==> src/rtl/router_pkg.sv <==
// Shared router types: default flit width and the RTPort transmit FSM encoding.
package router_pkg;
  localparam int RT_DEFAULT_WIDTH = 512;

  typedef enum logic [1:0] {TX_IDLE, TX_REQ, TX_RELEASE} rt_tx_state_t;
endpackage

==> src/rtl/rt_fifo.sv <==
// Synchronous FIFO, head always presented; push while full / pop while empty are ignored.
module rt_fifo
  import router_pkg::*;
#(
  parameter int WIDTH = RT_DEFAULT_WIDTH,
  parameter int DEPTH = 4
) (
  input  logic                     clk,
  input  logic                     rst,
  input  logic                     push,
  input  logic [WIDTH-1:0]         din,
  input  logic                     pop,
  output logic [WIDTH-1:0]         head,
  output logic                     full,
  output logic                     empty,
  output logic [$clog2(DEPTH):0]   count
);
  localparam int AW = $clog2(DEPTH);

  logic [WIDTH-1:0] mem [DEPTH];
  logic [AW-1:0]    wptr, rptr;
  logic             do_push, do_pop;

  assign full    = (count == (AW+1)'(DEPTH));
  assign empty   = (count == '0);
  assign do_push = push && !full;
  assign do_pop  = pop && !empty;
  assign head    = mem[rptr];

  // Storage is not reset: occupancy is tracked solely by count/pointers.
  always_ff @(posedge clk) begin
    if (do_push) mem[wptr] <= din;
  end

  // DEPTH is a power of two, so the pointers wrap by natural overflow.
  always_ff @(posedge clk) begin
    if (rst) begin
      wptr  <= '0;
      rptr  <= '0;
      count <= '0;
    end else begin
      if (do_push) wptr <= wptr + 1'b1;
      if (do_pop)  rptr <= rptr + 1'b1;
      case ({do_push, do_pop})
        2'b10:   count <= count + 1'b1;
        2'b01:   count <= count - 1'b1;
        default: count <= count;
      endcase
    end
  end
endmodule

==> src/rtl/rt_port_tx.sv <==
// RTPort transmitter: buffers flits and sends each with a 4-phase req/ack handshake.
module rt_port_tx
  import router_pkg::*;
#(
  parameter int WIDTH    = RT_DEFAULT_WIDTH,
  parameter int DEPTH    = 4,
  parameter int ACK_SYNC = 0
) (
  input  logic                     clk,
  input  logic                     rst,
  input  logic                     in_valid,
  output logic                     in_ready,
  input  logic [WIDTH-1:0]         in_data,
  output logic                     tx_req,
  output logic [WIDTH-1:0]         tx_data,
  input  logic                     tx_ack,
  output logic [$clog2(DEPTH):0]   fifo_count,
  output logic [31:0]              sent_count,
  output logic                     protocol_err
);
  rt_tx_state_t     state, state_n;
  logic [WIDTH-1:0] head;
  logic             full, empty;
  logic             load, sent_inc, err_set;
  logic [1:0]       ack_pipe;
  logic             ack_s;

  assign in_ready = !full;

  rt_fifo #(.WIDTH(WIDTH), .DEPTH(DEPTH)) u_fifo (
    .clk   (clk),
    .rst   (rst),
    .push  (in_valid && in_ready),
    .din   (in_data),
    .pop   (load),
    .head  (head),
    .full  (full),
    .empty (empty),
    .count (fifo_count)
  );

  always_ff @(posedge clk) begin
    if (rst) ack_pipe <= '0;
    else     ack_pipe <= {ack_pipe[0], tx_ack};
  end

  assign ack_s = (ACK_SYNC != 0) ? ack_pipe[1] : tx_ack;

  always_ff @(posedge clk) begin
    if (rst) state <= TX_IDLE;
    else     state <= state_n;
  end

  always_comb begin
    state_n  = state;
    load     = 1'b0;
    sent_inc = 1'b0;
    err_set  = 1'b0;
    case (state)
      // A stale ack from the receiver blocks launch until it clears.
      TX_IDLE: begin
        if (ack_s) err_set = 1'b1;
        else if (!empty) begin
          load    = 1'b1;
          state_n = TX_REQ;
        end
      end
      TX_REQ: begin
        if (ack_s) begin
          sent_inc = 1'b1;
          state_n  = TX_RELEASE;
        end
      end
      TX_RELEASE: begin
        if (!ack_s) begin
          if (!empty) begin
            load    = 1'b1;
            state_n = TX_REQ;
          end else begin
            state_n = TX_IDLE;
          end
        end
      end
      default: state_n = TX_IDLE;
    endcase
  end

  // tx_data is only reloaded on the edge that raises tx_req.
  always_ff @(posedge clk) begin
    if (rst) begin
      tx_req       <= 1'b0;
      tx_data      <= '0;
      sent_count   <= '0;
      protocol_err <= 1'b0;
    end else begin
      tx_req <= (state_n == TX_REQ);
      if (load)     tx_data      <= head;
      if (sent_inc) sent_count   <= sent_count + 32'd1;
      if (err_set)  protocol_err <= 1'b1;
    end
  end
endmodule

==> config.mk <==
export PLATFORM = sky130hd
export DESIGN_NAME = rt_port_tx
export DESIGN_NICKNAME = d
export VERILOG_FILES = /design/src/rtl/router_pkg.sv /design/src/rtl/rt_fifo.sv /design/src/rtl/rt_port_tx.sv
export SDC_FILE = /design/constraint.sdc
export NUM_CORES = 2
export LEC_CHECK = 0
export CELL_PAD_IN_SITES_DETAIL_PLACEMENT = 1
export CELL_PAD_IN_SITES_GLOBAL_PLACEMENT = 2
export CORE_MARGIN = 5
export CORE_UTILIZATION = 35
export CTS_CLUSTER_SIZE = 24
export DETAILED_ROUTE_END_ITERATION = 16
export HOLD_SLACK_MARGIN = 0.12
export PLACE_DENSITY = 0.67
export SETUP_SLACK_MARGIN = 0.1
export SYNTH_ARGS = -nofsm -noshare
export SYNTH_HDL_FRONTEND = slang
export SYNTH_SLANG_ARGS = --single-unit
==> constraint.sdc <==
create_clock -name clk -period 20.2 [get_ports clk]
set_input_delay 2.02 -clock clk [delete_from_list [all_inputs] [get_ports clk]]
set_output_delay 2.02 -clock clk [all_outputs]
set_load 0.02 [all_outputs]
After elaboration in Yosys (flattened, before gate mapping). Memories as Yosys holds them, arrays and structs flattened. A register that Yosys moved wholly into a read port is not among the register bits. Cells that the tools add are included.

Latch bits: 0. RAM bits: 2048. Input port bits: 516. Memory bits (read-only): 0. Memories kept: 1. Bits in registers: 43.

Mux-type cells: 15. Equality and inequality tests: 6. Order comparisons: 0. Bitwise logic cells: 0. Shift-type cells: 0. Multiply operators: 0. $add $sub $neg: 5. Divide/modulo/power cells: 0. Reduce and logical (&&, ||, !) cells: 9.

Memories: u_fifo.mem (words 4, bits a word 512, rd ports 1, clocked after memory_dff 1, wr ports 1, line rt_fifo.sv:20) `logic [WIDTH-1:0] mem [DEPTH];`.

Operator list (count): 32-bit by 1-bit adder with 32-bit output (second input constant) (1); 1-bit 2-to-1 mux (9); 2-bit 2-to-1 mux (4); 2-bit by 1-bit == test with 1-bit output (second input constant) (3); 2-bit case mux with 3 select lines (1); 3-bit case mux with 2 select lines (1); 2-bit by 1-bit adder with 2-bit output (second input constant) (2); 2-bit == test (second input constant) (2); 3-bit by 1-bit adder with 3-bit output (second input constant) (1); 3-bit == test (second input constant) (1); 1-bit logical AND (3); 3-bit logical NOT (1); 3-bit by 1-bit subtractor with 3-bit output (second input constant) (1); 1-bit logical NOT (2); 2-bit logical NOT (1); 2-bit nonzero test (1); 2-bit OR reduction (1).

Depth between registers and ports, before layout.
Word-level depth: 7. Gate-level depth with buffers: 10. Mapped depth without buffers: 9.

Hierarchy. From an unflattened synthesis, not the netlist that was laid out.

Cells, all modules: 5139. Area, all modules: 93544.7 µm².

Modules (own cells, without submodules): rt_fifo (sequential area each 61679.2 µm², instances 1, cells each 2728, area each 74509.0 µm²); rt_port_tx (sequential area each 10970.5 µm², instances 1, cells each 2411, area each 19035.8 µm²).

Least setup slack after synthesis. Ideal clock, no wire load.

Path kind: input port to flip-flop. From: in in_valid. To: mem u_fifo.mem[3][0] (netlist name) (enable). Library setup time: 0.948 ns. Cell stages on the path: 1. Arrival time: 13.670 ns. Required time: 19.252 ns. Path slack: 5.583 ns. Cells stage by stage: and3_1.

Cells in the longest elaborated chain, start to end: 4.

Ends and longest elaborated chain: start, declared (line rt_port_tx.sv:11) `input logic in_valid,`; 1-bit logical AND (line rt_port_tx.sv:33) `.push (in_valid && in_ready),`; 1-bit logical AND (line rt_fifo.sv:26) `assign do_push = push && !full;`; 1-bit 2-to-1 mux (line rt_fifo.sv:32) `if (do_push) mem[wptr] <= din;`; 1-bit 2-to-1 mux (implied by the code) (line rt_fifo.sv:32); end, declared (line rt_fifo.sv:20).

No other way between the ends.

Worst setup path after layout.
From: in in_valid. To: mem u_fifo.mem[0][139] (netlist name) (enable).

The elaborated chain is that of the path after synthesis.

==> out/metrics.cfg <==
[sta]
rsz0062_at_grt = no
timing.fmax_mhz = 186
maxSlewViolCount = 0
tns_ns = 0
finalSetupViolCount = 0
relSlewSlack_pct = 22.9
hold_violations = 0
finalClockSkew_ns = 0.0961
fin_crit_ns = 5.37
final.period_utilization_pct = 26.6
tightestPinTransition_ns = 1.16

[min_path]
hp-start = tx_data[136]
hold_depth = 2
hp-class = register to register
whs_endpoint = tx_data[136]

[cts]
cts-htree-levels = 5
cts_resized = 0
clockRootBuffer = clkbuf_16
tritoncts = built
post_cts_buffers = 0
clockBufferDepth = 4
clock_sinks = 2603
cts_buffers = 299
clk_pin_slew_ns = 0.05
ctsHoldBuffers = 0
clkLatencyLatePin_ns = 0.93

[place]
gp_congestion = 0.752
io_buffers = 1065
dpl_cell_area_um2 = 108000
dpl.hpwl_mm = 163

[synthesis]
synth-main-ff-cell = edfxtp_1
netlist_instances = 5139
async_flop_share_pct = 0
yosysMostFrequentCell = edfxtp_1
syn_nets = 5662
yosys.area.top_type = edfxtp_1
synth_top_family_by_area = multiplexers
yosysUniqueCellTypes = 43
ys_seq_elements = 2603
yosys.area_share.simple_pct = 4.87
synth-edff-count = 2048
synthXorXnorAreaFrac_pct = 0.151
ys_seq_area_share_pct = 78.0
syn-cell-area_um2 = 93100
ys_top_cells_by_area = edfxtp_1 66%, mux4_2 12%, dfxtp_1 12%
synth.area.mux_share_pct = 12.5
ys_warn_count = 0
synthAdderAreaFrac_pct = 0.102
avgSynthCellArea_um2 = 18.1
synth_commonest_cells = 2048 x edfxtp_1, 1034 x nand2_1, 555 x dfxtp_1, 528 x a21oi_1, 512 x mux4_2
yosysTopAreaCellShare_pct = 66.1
synth_compound_area_share_pct = 2.96

[drt]
avgRoutedWirePerCell_um = 25.9
drcViolationCount = 0
firstDrtPassIters = 5
vias_per_cell = 4.98
final_antenna_net_count = 0
dr.first_iter.drc_count = 3281
num_vias = 50200
routed_wl_mm = 261

[power_and_ir_drop]
irDropWorstVdd_v = 0.0000873
power_frac_seq_pct = 44.0
power.internal_uw = 11100
p_switching_uw = 4350
p_per_area_nw_per_um2 = 132
pwr-share-comb_pct = 21.9
p_clk_share_pct = 34.1
total_power_uw = 15500
p_sw_share_pct = 28.2
p_leak_uw = 0.0369

[setup_path]
r2r_end = u_fifo.mem[0][139]
critical_path.cell_chain = clkdlybuf4s50_1 > and3_4 > buf_12 > buf_4 > buf_4
arrival_ns = 5.85
worstSetupPathType = input pin to register
r2r-start = u_fifo.count[0]
cp_common_cell = buf_4
required_ns = 20.68
crit_path_max_fanout = 121
reg2reg_depth = 5
ff2ff_setup_slack_ns = 15.62
endpoint_kind = register
cp_slowest_stage_delay_ns = 0.85
critPathLaunchType = input pin
critPathSlowestCell = buf_4

[cells_and_area]
finalNetCount = 6801
syn2layout_area_growth_pct = 26.0
drive_gt1_share_pct = 16.0
finalInstanceArea_um2 = 117000

[floorplan]
ios = 1066
die_w_um = 526
core_um2 = 265000
die-area_um2 = 276000
chipHeight_um = 526
floorplan.initialDensity_pct = 35.1
num_rows = 189

[outcome]
status = finished, final reports clean

[global_routing]
grt_use_met3_pct = 6.93
track_usage_pct = 18.5
grt_max_degree = 158
grt_pass1_vias = 53200
grtUsageMet1_pct = 23.5
use_met2_pct = 30.1
grt_pass1_wl_mm = 380
gr-total-overflow = 0
antenna_found_initial = 127
grt-busiest-layer = met2

[job]
drv_cap = 0

[through the flow]
step	setup slack [ns]	instances	utilization (%)	hold slack, ns
global route	14.63	10100	44.3	0.474
global placement	13.78	9510	40.6	0.441
detailed placement	13.78	9510	40.6	0.446
CTS	14.74	10000	44.2	0.454
floorplan	5.58	5139	-	0.469
finish	14.83	10100	44.3	0.451
[placed cells by master (no fill, tap or decap), types with 34 or more instances in the layout]
cell type	count
edfxtp_1	2048
clkdlybuf4s50_1	1064
nand2_1	1034
dfxtp_1	553
a21oi_1	528
mux4_2	512
clkbuf_16	302
clkbuf_1	67
buf_4	59
clkinv_2	54
diode_2	50
clkbuf_8	34
[metal layers]
metal	part of all wire, %	vias to the layer above	wire [µm]
met3	8.7	459	22700
met1	41	26100	107000
met4	2.0	102	5270
met5	0.26	-	667
met2	48	1365	126000
li1	-	22100	-
[flip-flops by register name, indices dropped and copies added, names as in the netlist]
| register | flops |
|---|---|
| tx_data | 512 |
| state | 2 |
| u_fifo.mem | 2048 |
| u_fifo.wptr | 2 |
| protocol_err | 1 |
| u_fifo.rptr | 2 |
| sent_count | 32 |
| tx_req | 1 |
| u_fifo.count | 3 |
[critical path: cells and delay by family]
family | cells | cell delay, ns
and+or+nand+nor | 1 | 0.76
buffers and inverters | 4 | 2.78
[worst max path at each step]
stage / startpoint / end
finish: in_valid / u_fifo.mem[0][139]
global route: in_valid / u_fifo.mem[1][90]
CTS: in_valid / u_fifo.mem[1][89]
detailed placement: in_valid / u_fifo.mem[1][127]
global placement: in_valid / u_fifo.mem[1][131]
floorplan: in_valid / u_fifo.mem[3][0]
[power groups by stage]
stage          Sequential (µW)  Clock, µW  Combinational (µW)
3_5_place_dp              6920          0                3480
2_1_floorplan             7340          0                1780
5_1_grt                   6860       5700                3650
4_1_cts                   6820       5440                3490
3_3_place_gp              6890          0                3460
6_report                  6800       5280                3380
[area by class of cell]
class,count,area (µm²)
Sequential cell,2603,72600
Clock inverter,125,1310
Fill cell,25500,148000
Inverter,13,56.3
Tap cell,3533,4420
Clock buffer,403,8280
Antenna cell,50,125
Timing Repair Buffer,1134,11300
Multi-Input combinational cell,2227,19200
[cells by family after synthesis]
| kind of cell | after synthesis |
|---|---|
| flops | 2603 |
| simple gates | 1139 |
| compound gates | 544 |
| mux | 521 |
| buf+inv | 309 |
| xor+xnor | 16 |
| fa+ha+maj | 7 |
(Power assumes the default switching activity.)
